$ cat src/rtl/crosshair_if.sv
// Pixel-stream bundle between the timing/background source, the crosshair
// overlay and the output stage.
interface crosshair_if;
  logic [9:0] px;
  logic [9:0] py;
  logic       video_active;
  logic       frame_start;
  logic       enable;
  logic       blink_en;
  logic       center;
  logic       move_left;
  logic       move_right;
  logic       move_up;
  logic       move_down;
  logic [7:0] bg_red;
  logic [7:0] bg_green;
  logic [7:0] bg_blue;
  logic [7:0] red;
  logic [7:0] green;
  logic [7:0] blue;
  logic       video_active_out;
  logic [9:0] cross_x;
  logic [9:0] cross_y;

  modport master (
    output px, py, video_active, frame_start, enable, blink_en, center,
           move_left, move_right, move_up, move_down, bg_red, bg_green, bg_blue,
    input  red, green, blue, video_active_out, cross_x, cross_y
  );

  modport slave (
    input  px, py, video_active, frame_start, enable, blink_en, center,
           move_left, move_right, move_up, move_down, bg_red, bg_green, bg_blue,
    output red, green, blue, video_active_out, cross_x, cross_y
  );
endinterface

$ cat src/rtl/crosshair_overlay.sv
// Movable, optionally blinking crosshair composited over a background pixel
// stream. The displayed position only changes on frame_start so a frame never
// tears; the composited pixel is registered (one cycle of latency).
module crosshair_overlay #(
  parameter int H_MAX        = 640,
  parameter int V_MAX        = 480,
  parameter int ARM          = 5,
  parameter int HALF_T       = 0,
  parameter int FULL_SPAN    = 0,
  parameter int STEP         = 4,
  parameter int BLINK_FRAMES = 30,
  parameter logic [23:0] CROSS_RGB = 24'hFFFFFF
) (
  input  logic       clk,
  input  logic       reset,
  crosshair_if.slave bus
);

  localparam logic [9:0]         CX0    = 10'(H_MAX / 2);
  localparam logic [9:0]         CY0    = 10'(V_MAX / 2);
  localparam logic signed [10:0] XMAX   = 11'(H_MAX - 1);
  localparam logic signed [10:0] YMAX   = 11'(V_MAX - 1);
  localparam logic signed [10:0] STEP_S = 11'(STEP);
  localparam int                 CW     = (BLINK_FRAMES > 1) ? $clog2(BLINK_FRAMES) : 1;
  localparam logic [CW-1:0]      LAST   = CW'(BLINK_FRAMES - 1);

  logic [9:0]         pend_x, pend_y;
  logic [9:0]         next_x, next_y;
  logic [9:0]         cx, cy;
  logic signed [10:0] sx, sy;
  logic [CW-1:0]      blink_cnt;
  logic               hidden;
  logic signed [10:0] dx, dy;
  logic [10:0]        adx, ady;
  logic               h_bar, v_bar, hit;

  // Next pending position: centre wins, opposing moves cancel, clamp to screen.
  always_comb begin
    sx = $signed({1'b0, pend_x});
    sy = $signed({1'b0, pend_y});
    if (bus.move_left && !bus.move_right) begin
      sx = sx - STEP_S;
    end else if (bus.move_right && !bus.move_left) begin
      sx = sx + STEP_S;
    end else begin
      sx = sx;
    end
    if (bus.move_up && !bus.move_down) begin
      sy = sy - STEP_S;
    end else if (bus.move_down && !bus.move_up) begin
      sy = sy + STEP_S;
    end else begin
      sy = sy;
    end
    if (sx < 11'sd0) begin
      next_x = 10'd0;
    end else if (sx > XMAX) begin
      next_x = XMAX[9:0];
    end else begin
      next_x = sx[9:0];
    end
    if (sy < 11'sd0) begin
      next_y = 10'd0;
    end else if (sy > YMAX) begin
      next_y = YMAX[9:0];
    end else begin
      next_y = sy[9:0];
    end
    if (bus.center) begin
      next_x = CX0;
      next_y = CY0;
    end else begin
      next_x = next_x;
      next_y = next_y;
    end
  end

  // Pending position tracks every clock; committed position latches the old
  // pending value on frame_start, so a same-cycle move lands next frame.
  always_ff @(posedge clk or posedge reset) begin
    if (reset) begin
      pend_x <= CX0;
      pend_y <= CY0;
      cx     <= CX0;
      cy     <= CY0;
    end else begin
      pend_x <= next_x;
      pend_y <= next_y;
      if (bus.frame_start) begin
        cx <= pend_x;
        cy <= pend_y;
      end
    end
  end

  // Blink phase: count frames while enabled, toggle visibility on wrap.
  always_ff @(posedge clk or posedge reset) begin
    if (reset) begin
      blink_cnt <= '0;
      hidden    <= 1'b0;
    end else if (!bus.blink_en) begin
      blink_cnt <= '0;
      hidden    <= 1'b0;
    end else if (bus.frame_start) begin
      if (blink_cnt == LAST) begin
        blink_cnt <= '0;
        hidden    <= ~hidden;
      end else begin
        blink_cnt <= blink_cnt + CW'(1);
      end
    end
  end

  // Hit test against the committed centre using signed distances.
  always_comb begin
    dx    = $signed({1'b0, bus.px}) - $signed({1'b0, cx});
    dy    = $signed({1'b0, bus.py}) - $signed({1'b0, cy});
    adx   = dx[10] ? $unsigned(-dx) : $unsigned(dx);
    ady   = dy[10] ? $unsigned(-dy) : $unsigned(dy);
    h_bar = (ady <= 11'(HALF_T)) && ((FULL_SPAN != 0) || (adx <= 11'(ARM)));
    v_bar = (adx <= 11'(HALF_T)) && ((FULL_SPAN != 0) || (ady <= 11'(ARM)));
    hit   = h_bar || v_bar;
  end

  // Registered composite: blank outside the active area, else crosshair or bg.
  always_ff @(posedge clk or posedge reset) begin
    if (reset) begin
      bus.red              <= 8'd0;
      bus.green            <= 8'd0;
      bus.blue             <= 8'd0;
      bus.video_active_out <= 1'b0;
    end else begin
      bus.video_active_out <= bus.video_active;
      if (!bus.video_active) begin
        bus.red   <= 8'd0;
        bus.green <= 8'd0;
        bus.blue  <= 8'd0;
      end else if (hit && bus.enable && !hidden) begin
        bus.red   <= CROSS_RGB[23:16];
        bus.green <= CROSS_RGB[15:8];
        bus.blue  <= CROSS_RGB[7:0];
      end else begin
        bus.red   <= bus.bg_red;
        bus.green <= bus.bg_green;
        bus.blue  <= bus.bg_blue;
      end
    end
  end

  assign bus.cross_x = cx;
  assign bus.cross_y = cy;

endmodule

$ cat src/flat_wrapper.sv
// flat-port wrapper written by rule: the top's interface ports become plain ports
module crosshair_overlay_flat 
#(
  parameter int H_MAX        = 640,
  parameter int V_MAX        = 480,
  parameter int ARM          = 5,
  parameter int HALF_T       = 0,
  parameter int FULL_SPAN    = 0,
  parameter int STEP         = 4,
  parameter int BLINK_FRAMES = 30,
  parameter logic [23:0] CROSS_RGB = 24'hFFFFFF
)
  (clk, reset, bus_px, bus_py, bus_video_active, bus_frame_start, bus_enable, bus_blink_en, bus_center, bus_move_left, bus_move_right, bus_move_up, bus_move_down, bus_bg_red, bus_bg_green, bus_bg_blue, bus_red, bus_green, bus_blue, bus_video_active_out, bus_cross_x, bus_cross_y);
  crosshair_if bus_i ();
  input  logic clk;
  input  logic reset;
  input wire logic [$bits(bus_i.px)-1:0] bus_px;
  input wire logic [$bits(bus_i.py)-1:0] bus_py;
  input wire logic [$bits(bus_i.video_active)-1:0] bus_video_active;
  input wire logic [$bits(bus_i.frame_start)-1:0] bus_frame_start;
  input wire logic [$bits(bus_i.enable)-1:0] bus_enable;
  input wire logic [$bits(bus_i.blink_en)-1:0] bus_blink_en;
  input wire logic [$bits(bus_i.center)-1:0] bus_center;
  input wire logic [$bits(bus_i.move_left)-1:0] bus_move_left;
  input wire logic [$bits(bus_i.move_right)-1:0] bus_move_right;
  input wire logic [$bits(bus_i.move_up)-1:0] bus_move_up;
  input wire logic [$bits(bus_i.move_down)-1:0] bus_move_down;
  input wire logic [$bits(bus_i.bg_red)-1:0] bus_bg_red;
  input wire logic [$bits(bus_i.bg_green)-1:0] bus_bg_green;
  input wire logic [$bits(bus_i.bg_blue)-1:0] bus_bg_blue;
  output wire logic [$bits(bus_i.red)-1:0] bus_red;
  output wire logic [$bits(bus_i.green)-1:0] bus_green;
  output wire logic [$bits(bus_i.blue)-1:0] bus_blue;
  output wire logic [$bits(bus_i.video_active_out)-1:0] bus_video_active_out;
  output wire logic [$bits(bus_i.cross_x)-1:0] bus_cross_x;
  output wire logic [$bits(bus_i.cross_y)-1:0] bus_cross_y;
  assign bus_i.px = bus_px;
  assign bus_i.py = bus_py;
  assign bus_i.video_active = bus_video_active;
  assign bus_i.frame_start = bus_frame_start;
  assign bus_i.enable = bus_enable;
  assign bus_i.blink_en = bus_blink_en;
  assign bus_i.center = bus_center;
  assign bus_i.move_left = bus_move_left;
  assign bus_i.move_right = bus_move_right;
  assign bus_i.move_up = bus_move_up;
  assign bus_i.move_down = bus_move_down;
  assign bus_i.bg_red = bus_bg_red;
  assign bus_i.bg_green = bus_bg_green;
  assign bus_i.bg_blue = bus_bg_blue;
  assign bus_red = bus_i.red;
  assign bus_green = bus_i.green;
  assign bus_blue = bus_i.blue;
  assign bus_video_active_out = bus_i.video_active_out;
  assign bus_cross_x = bus_i.cross_x;
  assign bus_cross_y = bus_i.cross_y;
  crosshair_overlay #(.H_MAX(H_MAX), .V_MAX(V_MAX), .ARM(ARM), .HALF_T(HALF_T), .FULL_SPAN(FULL_SPAN), .STEP(STEP), .BLINK_FRAMES(BLINK_FRAMES), .CROSS_RGB(CROSS_RGB)) u_core (.clk(clk), .reset(reset), .bus(bus_i));
endmodule
$ cat config.mk
export PLATFORM = sky130hd
export DESIGN_NAME = crosshair_overlay_flat
export DESIGN_NICKNAME = d
export VERILOG_FILES = /design/src/rtl/crosshair_if.sv /design/src/rtl/crosshair_overlay.sv /design/src/flat_wrapper.sv
export SDC_FILE = /design/constraint.sdc
export NUM_CORES = 1
export LEC_CHECK = 0
export CAP_MARGIN = 10
export CELL_PAD_IN_SITES_DETAIL_PLACEMENT = 0
export CELL_PAD_IN_SITES_GLOBAL_PLACEMENT = 1
export CORE_MARGIN = 2
export CORE_UTILIZATION = 39
export DETAILED_ROUTE_END_ITERATION = 6
export HOLD_SLACK_MARGIN = 0.02
export PLACE_DENSITY = 0.89
export REMOVE_ABC_BUFFERS = 1
export SLEW_MARGIN = 0
export SYNTH_ARGS = -nofsm -noshare
export SYNTH_HDL_FRONTEND = slang
export SYNTH_SLANG_ARGS = --single-unit
$ cat constraint.sdc
create_clock -name clk -period 3.8 [get_ports clk]
set_clock_uncertainty 0.15 [all_clocks]
set_input_delay 0.38 -clock clk [delete_from_list [all_inputs] [get_ports clk]]
set_output_delay 0.38 -clock clk [all_outputs]
set_load 0.005 [all_outputs]
==> results by group, run 1 <==
Status
  – Outcome: finished clean

Clock network
  – Clock sink total: 67
  – Max Root-Sink Buffers: 2
  – Post-CTS Setup Inserts: 0
  – Root Buffer: clkbuf_16
  – H-tree levels: 3
  – CTS buffer count: 9
  – Clock-pin slew on the worst setup and hold paths: 50 ps
  – CTS Hold Buffers Added: 0
  – Clk Latency, worst-skew pair: 330 ps
  – CTS tree: yes

Timing
  – Final Hold Vio Count: 0
  – Minimum clock period: 3560 ps
  – Crit share post-route: 93.6%
  – Finish-stage setup viols: 0
  – Final TNS setup: 0 ps
  – Max Transition Viols Final: 0
  – RSZ-0062 raised after global routing: no
  – Slew @ Worst Pin: just over 1000 ps
  – Fin Hold WS: between 300 and 400 ps
  – Fmax: 0.281 GHz
  – Final setup margin: 244 ps
  – Slew margin rel.: between 30% and 40%

Setup path
  – Worst EP required: 3920 ps
  – Startpoint class of the critical path: primary input
  – Critical Path Fanout Max: 24
  – Crit path kind: primary input to flip-flop
  – Crit path arrival time: 3670 ps
  – Critical Path End Type: flip-flop

Floorplanning
  – Core area: about 12,000 um2
  – Boundary pin count: 100
  – Die width: 115 um
  – Die extent in y: ~120 um
  – Starting Density: 40.0%
  – # rows: 40
  – Die area: 13,300 um2

GRT
  – Global-route wire length before repair: 20,300 um
  – Initial antenna violation count: 0
  – Vias in the first global route: between 4,000 and 5,000
  – Grt ovf: 0
  – GRT Total Usage: a little under a fifth
  – Largest net degree at the start of global routing: 50

Placement
  – Placed Cells incl. Taps: 821
  – GPL Wtd Cong: 0.915
  – DP HPWL: 9560 um
  – I/O Buffers: 99
  – Placed cell areas: around 6000 um2
  – Setup WS pre-CTS: -72.3 ps

Power
  – Combinational fraction of design power: 32.1%
  – Clock power share: 37.1%
  – Tot Pwr: approximately 2.6 mW
  – VDD IR max: 0.270 mV
  – Switch Pwr: 0.812 mW
  – Sw Share: 30.8%
  – Reg power frac: between 30 and 40%
  – Pwr Density: around 420 nW/um2
  – Pint: 1.83 mW
  – LEAKAGE: between 2 and 3 nW

Logic synthesis
  – Sequential fraction of the synthesis area: 35.1%
  – Syn Inst Count: 567
  – Post-synth EDFFs: 0
  – Synth Cell Area: roughly 4800 um2
  – Yosys synthesis warning count: 0
  – Count of state elements after synthesis: 67
  – Synth unique cells: 73
  – Post-synth top flop: dfrtp_1
  – Async set-reset flop share out of synthesis: 100%
  – Avg Cell Area, Syn: 8.51 um2

Hold path
  – Worst min path class: flip-flop to flip-flop

Cells and area
  – Share of cells above drive strength 1: between 10% and 20%
  – Syn-to-layout area delta: 31.7%
  – Final Core Density: a little over half
  – Final std cells w/o fill: 837
  – Layout Nets: 750
  – ANT cells: 0
  – Final instance area: between 6000 and 7000 um2

Routing
  – First-pass DRT Iterations: 4
  – # DRC: 0
  – Final ANT Viol Nets: 0
  – Post-Route WL: around 12,000 um
  – Via density per instance: 5.23
  – Vias: 4,375
  – DRT iter0 DRCs: 235
  – WL per Instance: about 15 um

Flow run
  – Max Cap Viol: 0
## cell usage after synthesis, types with 5 or more instances
cell type	n	share of area [%]
nand2_1	80	6.2
dfrtp_1	55	29
inv_1	41	3.2
o21ai_0	39	4.0
nor2_1	35	2.7
a21oi_1	30	3.1
ha_1	29	7.5
nand2_2	20	2.6
xor2_1	16	2.9
xnor2_1	14	2.5
clkbuf_1	13	1.0
dfstp_2	12	6.5
nor3_1	11	1.1
a21o_1	10	1.6
nand2b_1	10	1.3
nand3_1	10	1.0
nor2b_1	10	1.3
and2_1	7	0.91
or2_2	7	0.91
buf_2	6	0.62
o211ai_1	6	0.93
and3_1	5	0.65
nand4_1	5	0.65
## worst paths after layout
kind	cells after the start	endpoint	slack [ps]	from
max in group asynchronous	3	u_core.pend_y[5]	2100	reset
min reg2reg	2	u_core.bus.cross_y[1]	350	u_core.pend_y[0]
min in group asynchronous	2	u_core.pend_x[0]	480	reset
max reg2reg	13	u_core.bus.blue[7]	300	u_core.bus.cross_y[4]
max	16	u_core.bus.blue[7]	240	bus_py[0]
min	2	u_core.bus.cross_y[1]	350	u_core.pend_y[0]
## metal layers
layer	GRT usage [%]	part of all wire [%]	routed length (um)	up-vias
met4	6.67	1.6	201	0
met2	31.6	48	5940	101
met5	0	0	0	-
li1	-	-	-	2175
met1	24.0	44	5490	2085
met3	5.27	6.1	762	14
## power groups by stage
stage	registers, mW	logic (mW)	clock network, mW
final	0.813	0.848	0.980
after global routing	0.820	0.932	1.03
after CTS	0.812	0.843	0.998
after detailed placement	0.823	0.837	0
after global placement	0.822	0.819	0
after floorplan	0.817	0.539	0
## area by class of cell
| class | count | area, um2 |
|---|---|---|
| Tap cell | 168 | 210 |
| Clock inverter | 6 | 111 |
| Clock buffer | 10 | 239 |
| Fill cell | 1124 | 5710 |
| Sequential cell | 67 | 1690 |
| Inverter | 41 | 154 |
| Timing Repair Buffer | 111 | 1090 |
| Multi-Input combinational cell | 434 | 2850 |
## what timing repair did
item | in CTS | in global routing
endpoints found under the setup margin | 0 | 4
endpoints found under the hold margin | 0 | 0
resized for setup | 0 | 1
## cell families after synthesis
kind of cell,synth area share (%)
xor+xnor,5.78
flops,35.1
mux,1.30
simple gates,23.3
other cells,0.0777
buf+inv,5.91
fa+ha+maj,8.56
compound gates,20.0
## critical path, stage by stage
cell and delay (ps):
clkdlybuf4s50_1 400, inv_1 60, ha_1 170, inv_1 60
fa_1 390, a211o_1 350, a21oi_1 300, o311ai_2 130
buf_4 170, nor4_1 160, a21boi_0 210, o211ai_1 150
a211oi_2 230, nand4_2 200, buf_12 220, nand2_1 70
## cell usage in the layout (no fill, tap or decap), drive strengths merged, types with 4 or more instances in the layout
| master | synthesis | routed |
|---|---|---|
| a211o | 4 | 4 |
| a211oi | 6 | 6 |
| a21o | 10 | 10 |
| a21oi | 30 | 30 |
| a2bb2oi | 4 | 4 |
| and2 | 7 | 7 |
| and3 | 5 | 5 |
| buf | 12 | 12 |
| clkbuf | 13 | 10 |
| clkdlybuf4s50 | 0 | 99 |
| dfrtp | 55 | 55 |
| dfstp | 12 | 12 |
| ha | 29 | 29 |
| inv | 41 | 42 |
| mux2i | 4 | 4 |
| nand2 | 100 | 100 |
| nand2b | 10 | 10 |
| nand3 | 10 | 10 |
| nand4 | 6 | 6 |
| nor2 | 35 | 35 |
| nor2b | 10 | 10 |
| nor3 | 11 | 11 |
| o2111ai | 4 | 4 |
| o211ai | 6 | 6 |
| o21ai | 39 | 39 |
| o21bai | 4 | 4 |
| o22ai | 4 | 4 |
| or2 | 7 | 7 |
| or3 | 4 | 4 |
| xnor2 | 15 | 15 |
| xor2 | 16 | 16 |
## state kept, by name, summed over array words and instances, names as in the netlist
name	count
u_core.bus.red	8
u_core.pend_x	9
u_core.bus.green	8
u_core.bus.cross_x	9
u_core.hidden	1
u_core.bus.blue	8
u_core.blink_cnt	5
u_core.bus.cross_y	9
u_core.bus.video_active_out	1
u_core.pend_y	9
Power figures use the tool's default switching activity.
==> run 2, diff against run 1 <==
- CTS_CLUSTER_SIZE: unset -> 8
==> results of run 2 <==
The final DEF is identical to that of run 1; final timing and power are the same.
==> variant 1, RTL diff (config.mk and constraints of run 2) <==
Make the reset (`reset`) synchronous in 3 clocked blocks.
--- a/src/rtl/crosshair_overlay.sv
+++ b/src/rtl/crosshair_overlay.sv
@@ -77,7 +77,7 @@
 
   // Pending position tracks every clock; committed position latches the old
   // pending value on frame_start, so a same-cycle move lands next frame.
-  always_ff @(posedge clk or posedge reset) begin
+  always_ff @(posedge clk) begin
     if (reset) begin
       pend_x <= CX0;
       pend_y <= CY0;
@@ -94,7 +94,7 @@
   end
 
   // Blink phase: count frames while enabled, toggle visibility on wrap.
-  always_ff @(posedge clk or posedge reset) begin
+  always_ff @(posedge clk) begin
     if (reset) begin
       blink_cnt <= '0;
       hidden    <= 1'b0;
@@ -123,7 +123,7 @@
   end
 
   // Registered composite: blank outside the active area, else crosshair or bg.
-  always_ff @(posedge clk or posedge reset) begin
+  always_ff @(posedge clk) begin
     if (reset) begin
       bus.red              <= 8'd0;
       bus.green            <= 8'd0;
Behaviour: differs if reset is asserted again (counterexample within 4 cycles, from zero or initial values and one cycle with reset high); with reset held inactive, the same outputs for 10 cycles.
==> variant 1 against run 2 <==
- combinational power shrank 38%
- wire length barely moved
- area after synthesis down 6.9%
- sequential cell count up 4
- synthesized cell count is 1.8% lower
- first-iteration DRC count increased by 8.9%
- core utilization is 1.7 points higher
- die area decreased by 6.7%
- total power shrank 19%
- setup slack worse by 0.10 ns
- via count increased by 0.21%
- cell area decreased by 3.1%
- worst hold slack worse by 0.035 ns
- largest power group unchanged
- highest routed layer unchanged
==> variant 1: results (changes against run 2) <==
Vias in the first global route -> 4269 (-2.1%)
Synth top area cells -> dfxtp_1, ha_1, nand2_1
Final net count -> 757 (+0.93%)
Sequential area share after synthesis -> 0.316 (-0.0342)
H-tree depth -> 3 (unchanged)
Worst-Skew Late Latency -> 0.33 ns (about the same)
# fillers -> 1077 (-4.2%)
Final WL -> 12.4 mm (about the same)
Slew @ Worst Pin -> 0.882 ns (-0.155 ns)
Status -> finished clean
Routability cong. -> 0.911 (-0.35%)
DRT Pass-1 Iters -> 4 (unchanged)
Synthesized area per cell -> 8.06 um^2 (-5.2%)
Antenna violations before repair -> 0 (unchanged)
Clock root cell -> clkbuf_16
Total number of vias -> 4384 (+0.21%)
Share of post-route cells with drive strength above 1 -> 0.0945 (-0.0295)
DP Wirelength -> 9.24 mm (-3.4%)
Syn. warnings -> 0 (unchanged)
Commonest cells in the netlist -> dfxtp_1, nand2_1, nor2_1, inv_1, ha_1
Seq pwr -> 0.000791 W (-2.7%)
Worst path max stage delay -> 0.42 ns (+0.02 ns)
Resize count post-CTS -> 0 (unchanged)
Clk buf depth -> 2 (unchanged)
Placed Area -> 5760 um^2 (-4.0%)
Postcts setup bufs -> 0 (unchanged)
Total track usage -> 0.192 (+0.00141)
Synth cell types -> 62 (-15%)
First-pass GRT wire length -> 19.9 mm (-2.0%)
CTS buffer count -> 9 (unchanged)
Worst-path clk slew -> 0.06 ns
Final Non-Filler Cells -> 820 (-2.0%)
Worst ir drop on vdd -> 0.000215 V (-20%)
Worst hold path class -> register to register
Comb pwr share -> 0.245 (-0.076)
Arrival @ worst endpoint -> 3.77 ns (+0.10 ns)
Placed Instances -> 800 (-2.6%)
Switching part of the total power -> 0.282 (-0.0260)
Async SR Flop Fraction -> 0 (-1.00)
Max FO, Critical Path -> 6 (-75%)
Slowest-stage cell, CP -> or4_1
Largest delay contributor family on the critical path -> compound AO/OA/AOI/OAI gates
Pleak -> 2.50 nW (-12%)
DRC marker count from the first detailed-route iteration -> 256 (+8.9%)
Largest net degree at the start of global routing -> 26 (-48%)
Diodes inserted -> 0 (unchanged)
==> variant 1: final cells by class <==
class | instances | share of cell area
clock buffer | 10 | 0.0372
inverter | 44 | 0.0268
tap | 143 | 0.0291
timing repair buffer | 125 | 0.195
clock inverter | 6 | 0.0114
multi-input combinational | 421 | 0.470
sequential | 71 | 0.231
==> variant 1: cells by family after synthesis <==
group / count (synthesis) / synth area share
AO/OA/AOI/OAI: 131 / 0.203
multiplexers: 20 / 0.0448
buffers and inverters: 67 / 0.0599
AND/OR/NAND/NOR: 200 / 0.216
flip-flops: 71 / 0.316
other: 1 / 0.000835
XOR/XNOR: 37 / 0.0721
adder cells (fa/ha/maj): 30 / 0.0869
==> variant 1: through the flow <==
stage          total power, W  setup WS (ns)  TNS (ns)   util
6_report              0.00215          0.143         0  0.544
5_1_grt               0.00226        0.00380         0  0.544
4_1_cts               0.00214         0.0789         0  0.535
3_5_place_dp          0.00130         -0.256     -5.61  0.509
3_3_place_gp          0.00129         -0.155     -3.64  0.509
2_1_floorplan         0.00109          0.109         0      -
==> variant 1: final timing paths <==
| kind | start | endpoint | slack [ns] | cells past startpoint |
|---|---|---|---|---|
| setup / recovery | bus_py[0] | u_core.bus.red[3]$_SDFF_PP0_ | 0.14 | 13 |
| hold / removal | u_core.pend_x[0]$_SDFF_PP0_ | u_core.pend_x[0]$_SDFF_PP0_ | 0.32 | 1 |
| setup reg to reg | u_core.bus.cross_y[0]$_SDFFE_PP0P_ | u_core.bus.red[3]$_SDFF_PP0_ | 0.23 | 11 |
| hold reg to reg | u_core.pend_x[0]$_SDFF_PP0_ | u_core.pend_x[0]$_SDFF_PP0_ | 0.32 | 1 |
==> variant 1: routing by layer <==
metal  share of wire  track usage
met1            0.44        0.239
met2            0.48        0.331
met3           0.054       0.0465
met4           0.017       0.0535
met5               0            0
==> variant 2, RTL diff (settings of run 2) <==
Made on the original files. `BLINK_FRAMES` is set to 30 in 2 places; all go to 60.
--- a/src/rtl/crosshair_overlay.sv
+++ b/src/rtl/crosshair_overlay.sv
@@ -8,7 +8,7 @@
   parameter int HALF_T       = 0,
   parameter int FULL_SPAN    = 0,
   parameter int STEP         = 4,
-  parameter int BLINK_FRAMES = 30,
+  parameter int BLINK_FRAMES = 60,
   parameter logic [23:0] CROSS_RGB = 24'hFFFFFF
 ) (
   input  logic       clk,
--- a/src/flat_wrapper.sv
+++ b/src/flat_wrapper.sv
@@ -7,7 +7,7 @@
   parameter int HALF_T       = 0,
   parameter int FULL_SPAN    = 0,
   parameter int STEP         = 4,
-  parameter int BLINK_FRAMES = 30,
+  parameter int BLINK_FRAMES = 60,
   parameter logic [23:0] CROSS_RGB = 24'hFFFFFF
 )
   (clk, reset, bus_px, bus_py, bus_video_active, bus_frame_start, bus_enable, bus_blink_en, bus_center, bus_move_left, bus_move_right, bus_move_up, bus_move_down, bus_bg_red, bus_bg_green, bus_bg_blue, bus_red, bus_green, bus_blue, bus_video_active_out, bus_cross_x, bus_cross_y);
Check against the original RTL: same outputs for any inputs over 4 cycles, from zero or initial values and one cycle with reset high; that may be too few to reach the edited logic, so the function may still have changed.
==> variant 2 against run 2 <==
- core utilization rose by 1.5 points
- global-route usage down 0.38 points
- critical path depth down 2
- wire length increased by 5.8%
- total power increased by 2.4%
- combinational power is 18% higher
- sequential share of layout area fell by 1.5 points
- setup slack lost 0.17 ns
- cell area rose by 7.6%
- critical path type unchanged
- non-clock buffer count up 26
- clock power decreased by 9.4%
- area after synthesis grew 4.4%
- sequential cell count is 1 higher
- critical endpoint is now u_core.bus.red[2]$_DFF_PP0_
==> variant 2: results (changes against run 2) <==
Routability cong. -> 0.856 (-6.4%)
CTS buffer count -> 9 (unchanged)
Worst hold path class -> primary input to asynchronous set/reset pin
Antenna violations before repair -> 0 (unchanged)
Pleak -> 2.87 nW (+1.5%)
Share of post-route cells with drive strength above 1 -> 0.174 (+0.0504)
Clk buf depth -> 2 (unchanged)
Synth cell types -> 77 (+5.5%)
Drt wl/cell -> 15.4 um (+3.7%)
Max FO, Critical Path -> 6 (-75%)
Switching part of the total power -> 0.321 (+0.0133)
Status -> finished clean
Total track usage -> 0.187 (-0.00382)
Worst-Skew Late Latency -> 0.33 ns (about the same)
Most used DFF post-synth -> dfrtp_1
Synth top area cells -> dfrtp_1, ha_1, dfstp_2
Largest net degree at the start of global routing -> 50 (unchanged)
Worst ir drop on vdd -> 0.000202 V (-25%)
Worst path max stage delay -> 0.40 ns (about the same)
Total number of vias -> 4540 (+3.8%)
Slowest-stage cell, CP -> clkdlybuf4s50_1
Critical R2R Launch -> u_core.bus.cross_x[1]$_DFFE_PP0P_
First-pass GRT wire length -> 21.5 mm (+6.2%)
DP Wirelength -> 9.93 mm (+3.8%)
RR Endpoint -> u_core.bus.red[2]$_DFF_PP0_
R2R depth -> 12 (-1)
Final net count -> 762 (+1.6%)
Worst-path clk slew -> 0.06 ns
Slew HR -> 0.281 (-0.0266)
H-tree depth -> 3 (unchanged)
DRT Pass-1 Iters -> 4 (unchanged)
Clock root cell -> clkbuf_16
Syn. warnings -> 0 (unchanged)
Reg-to-reg slack, setup -> 0.16 ns (-0.14 ns)
Pre-CTS WS -> -0.245 ns (-0.173 ns)
Commonest cells in the netlist -> nand2_1, dfrtp_1, o21ai_0, inv_1
DRC marker count from the first detailed-route iteration -> 247 (+5.1%)
Max Cap Viol -> 0 (unchanged)
# fillers -> 1138 (+1.2%)
Number of port buffers -> 99 (unchanged)
Arrival @ worst endpoint -> 3.79 ns (+0.12 ns)
Sequential area share after synthesis -> 0.341 (-0.00967)
Async SR Flop Fraction -> 1.00 (unchanged)
Diodes inserted -> 0 (unchanged)
## variant 2: layout make-up
cell class,count,area (um^2),share of cell area
multi-input combinational,422,3090,0.452
inverter,39,146,0.0214
timing repair buffer,137,1350,0.197
tap,172,215,0.0315
clock buffer,12,246,0.0360
clock inverter,4,72.6,0.0106
sequential,68,1720,0.251
## variant 2: power by group through the flow
stage	sequential [W]	clock, W	combinational [W]
2_1_floorplan	0.000824	0	0.000585
3_3_place_gp	0.000828	0	0.000933
3_5_place_dp	0.000829	0	0.000950
4_1_cts	0.000819	0.000907	0.000956
5_1_grt	0.000826	0.000939	0.00109
6_report	0.000819	0.000888	0.000998
## variant 2: repair_timing
item                                   in CTS  in global routing
gates resized for setup                     0                 13
setup endpoints to repair                   0                 24
endpoints found under the hold margin       0                  0
buffers inserted                            0                  2
hold buffers                                0                  0
## variant 2: metal layers
metal  global-route usage  share of wire  vias up
met2                0.300           0.49      117
met1                0.244           0.44     2162
met4               0.0602          0.013        0
li1                     -              -     2247
met5                    0              0        -
met3               0.0518          0.055       14
## variant 2: how the worst max path moves through the flow
stage,to,slack [ns],startpoint,depth (start not counted)
2_1_floorplan,u_core.bus.blue[7]$_DFF_PP0_,-0.32,u_core.bus.cross_x[1]$_DFFE_PP0P_,11
3_3_place_gp,u_core.bus.red[0]$_DFF_PP0_,-0.17,bus_px[0],15
3_5_place_dp,u_core.bus.red[7]$_DFF_PP0_,-0.24,bus_px[0],15
4_1_cts,u_core.bus.red[0]$_DFF_PP0_,0.07,bus_px[0],15
5_1_grt,u_core.bus.red[2]$_DFF_PP0_,-0.08,bus_px[0],14
6_report,u_core.bus.red[2]$_DFF_PP0_,0.08,bus_px[0],14
## variant 2: worst max-delay path, delay by kind of cell
family / cells / cell delay (ns)
AOI/OAI and AO/OA: 6 / 1.59
buffers and inverters: 4 / 0.75
muxes: 2 / 0.58
adders and majority gates: 2 / 0.50
## variant 2: cell families (layout without fill, tap and decap cells)
kind of cell | Yosys count | in the layout | share of synthesized area
AO/OA/AOI/OAI | 169 | 169 | 0.264
XOR/XNOR | 32 | 32 | 0.0557
adder cells (fa/ha/maj) | 30 | 30 | 0.0775
buffers and inverters | 68 | 192 | 0.0609
flip-flops | 68 | 68 | 0.341
multiplexers | 9 | 9 | 0.0194
other | 1 | 1 | 0.000745
AND/OR/NAND/NOR | 181 | 181 | 0.181
## variant 2: stage by stage
step	setup TNS, ns	hold slack [ns]	power [W]	std cells	area (um^2)
2_1_floorplan	-6.84	0.261	0.00141	529	4870
6_report	0	0.236	0.00270	854	6840
3_3_place_gp	-3.61	0.353	0.00176	834	6370
5_1_grt	-0.677	0.279	0.00285	854	6840
4_1_cts	0	0.239	0.00268	850	6690
3_5_place_dp	-4.66	0.353	0.00178	834	6370
